## src/rtl/msg_pkg.sv

```systemverilog
// Shared definitions for the message queue.
//   tx_state_t  : transmit FSM states (IDLE, SEND, GAP)
//   MSG_DATA_W  : default element width
//   MSG_DEPTH   : default queue depth (power of two, >= 2)
package msg_pkg;

  localparam int MSG_DATA_W = 8;
  localparam int MSG_DEPTH  = 4;

  typedef enum logic [1:0] {
    IDLE = 2'd0,
    SEND = 2'd1,
    GAP  = 2'd2
  } tx_state_t;

endpackage

```

## src/rtl/msg_queue_edge_detect.sv

```systemverilog
// Rising-edge detector for the producer strobe.
//   clk  : system clock
//   nRst : asynchronous active-low reset
//   in   : level input
//   rise : high for the cycle in which in is 1 and was 0 on the previous edge
// The delayed copy resets to 0, so an input already high when reset releases
// is seen as a rising edge on the first clock.
module edge_detect (
  input  logic clk,
  input  logic nRst,
  input  logic in,
  output logic rise
);

  logic r_in_q;

  always_ff @(posedge clk or negedge nRst) begin
    if (!nRst) begin
      r_in_q <= 1'b0;
    end else begin
      r_in_q <= in;
    end
  end

  assign rise = in & ~r_in_q;

endmodule

```

## src/rtl/msg_queue.sv

```systemverilog
// Message queue: a small circular buffer filled by a strobed producer and
// drained one element per transmit_ready high period by a transmit FSM.
//
// Ports
//   clk, nRst       : clock, asynchronous active-low reset
//   ready, data     : producer strobe (rising edge pushes) and element
//   transmit_ready  : transmitter can take one element while high
//   tx_ctrl         : one-cycle strobe qualifying tx_byte
//   tx_byte         : element being sent (registered, held until next pop)
//   blue            : message-pending indicator (queue non-empty)
//   full, empty     : queue status
//   count           : occupancy 0..DEPTH
//   overflow        : sticky dropped-push flag (only with
//                     MSG_QUEUE_OVERFLOW_FLAG_EN defined)
//   o_dbg_state     : current transmit FSM state
//
// Handshake: a push is the rising edge of ready; it is accepted when the
// queue is not full, or when it is full and a pop happens on the same edge.
// A pop happens on the edge where the FSM is IDLE, transmit_ready is high and
// the queue is non-empty; tx_ctrl is then high for the following cycle.
module msg_queue
  import msg_pkg::*;
#(
  parameter int DATA_W = MSG_DATA_W,
  parameter int DEPTH  = MSG_DEPTH
) (
  input  logic                       clk,
  input  logic                       nRst,
  input  logic                       ready,
  input  logic [DATA_W-1:0]          data,
  input  logic                       transmit_ready,
  output logic                       tx_ctrl,
  output logic [DATA_W-1:0]          tx_byte,
  output logic                       blue,
  output logic                       full,
  output logic                       empty,
  output logic [$clog2(DEPTH):0]     count,
`ifdef MSG_QUEUE_OVERFLOW_FLAG_EN
  output logic                       overflow,
`endif
  output tx_state_t                  o_dbg_state
);

  localparam int PTR_W = $clog2(DEPTH);
  localparam int CNT_W = PTR_W + 1;
  localparam logic [CNT_W-1:0] FULL_CNT = CNT_W'(DEPTH);

  logic [DATA_W-1:0] r_mem [DEPTH];
  logic [PTR_W-1:0]  r_wr_ptr;
  logic [PTR_W-1:0]  r_rd_ptr;
  logic [CNT_W-1:0]  r_count;
  logic [DATA_W-1:0] r_tx_byte;
  tx_state_t         r_state;
  tx_state_t         w_next_state;

  logic w_push;
  logic w_pop;
  logic w_wr_en;
  logic w_full;
  logic w_empty;

  edge_detect u_edge (
    .clk  (clk),
    .nRst (nRst),
    .in   (ready),
    .rise (w_push)
  );

  assign w_full  = (r_count == FULL_CNT);
  assign w_empty = (r_count == '0);

  // When full, the pop frees the head slot, which is exactly where the write
  // pointer sits, so the simultaneous push lands safely behind the new head.
  assign w_wr_en = w_push & (~w_full | w_pop);

  // Transmit FSM: next state, pop decision and tx_ctrl strobe.
  always_comb begin
    w_next_state = r_state;
    w_pop        = 1'b0;
    tx_ctrl      = 1'b0;
    unique case (r_state)
      IDLE: begin
        if (transmit_ready && !w_empty) begin
          w_pop        = 1'b1;
          w_next_state = SEND;
        end
      end
      SEND: begin
        tx_ctrl      = 1'b1;
        w_next_state = transmit_ready ? GAP : IDLE;
      end
      GAP: begin
        // Wait for transmit_ready to drop so one high period sends one element.
        if (!transmit_ready) begin
          w_next_state = IDLE;
        end
      end
      default: begin
        w_next_state = IDLE;
      end
    endcase
  end

  always_ff @(posedge clk or negedge nRst) begin
    if (!nRst) begin
      r_state <= IDLE;
    end else begin
      r_state <= w_next_state;
    end
  end

  // Element storage needs no reset: only slots covered by count are visible.
  always_ff @(posedge clk) begin
    if (w_wr_en) begin
      r_mem[r_wr_ptr] <= data;
    end
  end

  always_ff @(posedge clk or negedge nRst) begin
    if (!nRst) begin
      r_wr_ptr  <= '0;
      r_rd_ptr  <= '0;
      r_count   <= '0;
      r_tx_byte <= '0;
    end else begin
      if (w_wr_en) begin
        r_wr_ptr <= r_wr_ptr + 1'b1;
      end
      if (w_pop) begin
        r_rd_ptr  <= r_rd_ptr + 1'b1;
        r_tx_byte <= r_mem[r_rd_ptr];
      end
      unique case ({w_wr_en, w_pop})
        2'b10:   r_count <= r_count + 1'b1;
        2'b01:   r_count <= r_count - 1'b1;
        default: r_count <= r_count;
      endcase
    end
  end

`ifdef MSG_QUEUE_OVERFLOW_FLAG_EN
  logic r_overflow;

  always_ff @(posedge clk or negedge nRst) begin
    if (!nRst) begin
      r_overflow <= 1'b0;
    end else if (w_push && w_full && !w_pop) begin
      r_overflow <= 1'b1;
    end
  end

  assign overflow = r_overflow;
`endif

  assign tx_byte     = r_tx_byte;
  assign count       = r_count;
  assign full        = w_full;
  assign empty       = w_empty;
  assign blue        = ~w_empty;
  assign o_dbg_state = r_state;

endmodule

```

## config.mk

```make
export PLATFORM = sky130hd
export DESIGN_NAME = msg_queue
export DESIGN_NICKNAME = d
export VERILOG_FILES = /design/src/rtl/msg_pkg.sv /design/src/rtl/msg_queue_edge_detect.sv /design/src/rtl/msg_queue.sv
export SDC_FILE = /design/constraint.sdc
export NUM_CORES = 1
export LEC_CHECK = 0
export ABC_AREA = 1
export CAP_MARGIN = 40
export CORE_MARGIN = 2
export CORE_UTILIZATION = 30
export CTS_BUF_LIST = sky130_fd_sc_hd__clkbuf_4 sky130_fd_sc_hd__clkbuf_8
export DETAILED_ROUTE_END_ITERATION = 8
export HOLD_SLACK_MARGIN = 0.03
export PLACE_DENSITY = 0.52
export SLEW_MARGIN = 10
export SYNTH_ARGS = -nofsm -noshare
export SYNTH_HDL_FRONTEND = slang
export SYNTH_SLANG_ARGS = --single-unit
export TNS_END_PERCENT = 30
```

## constraint.sdc

```tcl
create_clock -name clk -period 3.39 [get_ports clk]
set_input_delay 0.339 -clock clk [delete_from_list [all_inputs] [get_ports clk]]
set_output_delay 0.339 -clock clk [all_outputs]
set_load 0.01 [all_outputs]
```

==> summary.md <==
| Metric | Value |
|---|---|
| Status | complete, no violations |
| Max stage delay cell, worst path | dfrtp_1 |
| Layout fillers | around 740 |
| Yosys warnings | 0 |
| Drt first pass iters | 4 |
| Syn Nets | about 240 |
| Final number of setup-violating endpoints | 0 |
| Clock Pin Slew Worst Setup and Hold Paths | around 90 ps |
| H-tree depth | 2 |
| CTS buffer count | 5 |
| Sink Count | 50 |
| Internal Power | 1.36 mW |
| Hold Path End | tx_byte[3] |
| Seq pwr share | 0.444 |
| Register-to-Register Path Depth | 10 |
| Hold depth | 2 |
| Seq/Total Area, Yosys | 0.642 |
| Crit. End Element | register |
| Largest net degree at the start of global routing | 20 |
| Initial antenna violation count | 0 |
| Residual DRC count | 0 |
| Skew final | approximately 3.8 ps |
| Routed WL | around 4 mm |
| First-pass GRT wire length | about 6.6 mm |
| Most used cell, CP | inv_1 |
| CP required | about 3600 ps |
| Core box area | between 7000 and 8000 µm² |
| Crit path largest cell delay | roughly 400 ps |
| Worst reg2reg path startpoint | count[0] |
| Synthesized cell area | between 2000 and 2500 µm² |
| Vias | approximately 1400 |
| CTS tree | built |
| Synthesized area per cell | approximately 10 µm² |
| Row count | 31 |
| Worst-path cell chain | inv_1 -> nand3_1 -> nand3_2 -> inv_2 -> ha_1 -> inv_1 -> fa_1 -> nand2_1 -> nand3b_1 -> xor2_1 |
| Clk_lat worst skew | 300 ps |
| Post-route ant nets | 0 |
| Reg2Reg Setup Slack | 1230 ps |
| Max clock buf depth | 2 |
| Synthesis-stage register bit count | 50 |
| Vias per inst | just under 4 |
| Post-CTS setup buffer count | 0 |
| All-layer global routing usage | 0.112 |
| RSZ-0062 raised after global routing | false |
| Post_cts resized | 0 |
| Distinct cells, synth | 22 |
| Die W | roughly 90 µm |
| Final worst setup slack | about 1200 ps |
| Initial Util | 0.306 |
| LEAKAGE | about 1.2 nW |
| Worst setup SP type | register |
| Cells after synthesis | between 200 and 250 |
| Vert. Die Dim | 89.6 µm |
| # hold bufs at CTS | 0 |
| Detailed-route wire length per cell | 11.2 µm |
| WP buf/inv | 3 |
| Maximum VDD drop | slightly above 0.2 mV |
| Switching portion of total power | 0.350 |
| Family with the most delay on the worst path | simple AND/OR/NAND/NOR gates |
| Fin. max-slew vios | 0 |
| Crit path arrival time | ~2400 ps |
| Die ar. | approximately 8000 µm² |
| Max Clock Freq | between 400 and 500 MHz |
| Rel. slew slack | 0.452 |
| Vias in the first global route | ~1400 |
| Final Hold Viols | 0 |
| Fraction of layout cells with a size suffix above 1 | 0.0562 |
| I/O Buffers | 28 |
| Tcrit/Tclk final | 0.638 |
| RR Endpoint | count[2] |
| Pwr per Cell Area | 786 nW/µm² |
| Synth-to-Final Area Change | 21.4% |
| Dpl ws | 980 ps |
| RePlAce Congestion | ~0.69 |
| Gate power share | 0.363 |
| Clock root cell | clkbuf_8 |
| Clock Power Share | 0.193 |
| TNS Setup | 0 ps |
| HPWL after DPL | roughly 2.7 mm |
| DR iter-0 viols | 52 |
| Worst Hold Class | reg -> reg |
| Min Clock Period, post-route | ~2200 ps |
| Hold Startpoint | tx_byte[3] |
| Total grt overflow | 0 |
| Worst Path Max Fanout | 13 |
| Sw Pwr | roughly 0.73 mW |
| I/O pin cnt | 29 |
| Maxcap violations | 0 |
| Worst-margin pin slew | ~820 ps |
| Diode count | 0 |
| Crit path kind | reg -> reg |
| Final nets | 266 |
[cell usage in the layout (no fill, tap or decap)]
master,count
o21ai_0,3
xor2_1,1
fa_1,1
or2_2,1
a21oi_1,1
clkinv_2,2
clkdlybuf4s50_1,28
dfrtp_1,18
inv_1,31
edfxtp_1,32
inv_2,1
buf_4,1
nor2_1,24
nand2_2,1
inv_4,1
nand3b_1,1
ha_1,5
bufinv_16,1
clkbuf_8,5
or2_0,7
xnor2_1,2
nand3_2,1
nand3_1,11
nand2_1,70
[flip-flops by register name (all words and copies together) (netlist names)]
register	flops
r_rd_ptr	2
tx_byte	8
o_dbg_state	2
u_edge.r_in_q	1
r_wr_ptr	2
count	3
r_mem	32
[metrics by stage]
step,cell area (µm²),hold slack [ps],power (mW),instances,util
after global routing,2670,508,2.29,348,0.372
after global placement,2560,464,1.72,340,0.357
final,2670,482,2.10,348,0.372
after detailed placement,2560,465,1.72,340,0.357
after floorplan,2200,43.4,1.43,218,-
after CTS,2670,488,2.14,348,0.372
[worst register-to-register path, delay by kind of cell, from the launching register on]
family	cells	cell delay, ps
adders and majority gates	2	570
and+or+nand+nor	4	560
DFF	1	400
buffers and inverters	3	390
xor gates and xnor gates	1	150
[kinds of logic (layout without fill, tap and decap cells)]
| logic type | Yosys count | after routing | share of synthesized area |
|---|---|---|---|
| AND/OR/NAND/NOR | 116 | 116 | 0.219 |
| flip-flops | 50 | 50 | 0.642 |
| buffers and inverters | 39 | 70 | 0.0802 |
| adder cells (fa/ha/maj) | 6 | 6 | 0.0376 |
| AO/OA/AOI/OAI | 4 | 4 | 0.00910 |
| XOR/XNOR | 3 | 3 | 0.0120 |
[worst max path at each step]
stage                   startpoint       end  slack [ps]  cells after the start
finish                    count[0]  count[2]        1230                     10
global placement    transmit_ready  count[2]        1030                      9
CTS                       count[0]  count[2]        1190                     10
floorplan                 count[0]  count[2]        1350                     11
global route              count[0]  count[2]        1030                     11
detailed placement  transmit_ready  count[2]         980                      9
[power groups by stage]
| stage | clock network, mW | registers (mW) | logic (mW) |
|---|---|---|---|
| floorplan | 0 | 0.899 | 0.528 |
| detailed placement | 0 | 0.948 | 0.775 |
| finish | 0.405 | 0.932 | 0.760 |
| CTS | 0.425 | 0.936 | 0.778 |
| global placement | 0 | 0.950 | 0.770 |
| global route | 0.446 | 0.956 | 0.889 |
[final cells by class]
| cell class | count | area, µm² | area share |
|---|---|---|---|
| Timing Repair Buffer | 29 | 288 | 0.108 |
| Sequential cell | 50 | 1410 | 0.529 |
| Clock buffer | 5 | 68.8 | 0.0258 |
| Clock inverter | 3 | 40.0 | 0.0150 |
| Multi-Input combinational cell | 129 | 611 | 0.229 |
| Inverter | 33 | 126 | 0.0474 |
| Tap cell | 99 | 124 | 0.0464 |
[routing by layer]
| layer | part of all wire | wire length (µm) | track usage |
|---|---|---|---|
| met4 | 0.023 | 89 | 0.0529 |
| met5 | 0 | 0 | 0 |
| met3 | 0.036 | 141 | 0.0293 |
| met1 | 0.48 | 1880 | 0.145 |
| met2 | 0.46 | 1800 | 0.177 |
[cell usage after synthesis, drive strengths merged]
cell type   n  area (µm²)
ha          5        62.6
a21oi       1        5.00
xor2        1        8.76
dfrtp      18         450
edfxtp     32         961
inv        33         126
fa          1        20.0
o21ai       3        15.0
nand2      71         269
nand3b      1        7.51
nand3      12        65.1
nor2       24        90.1
xnor2       2        17.5
buf         6        50.0
or2         8        50.1
Power figures use the tool's default switching activity.
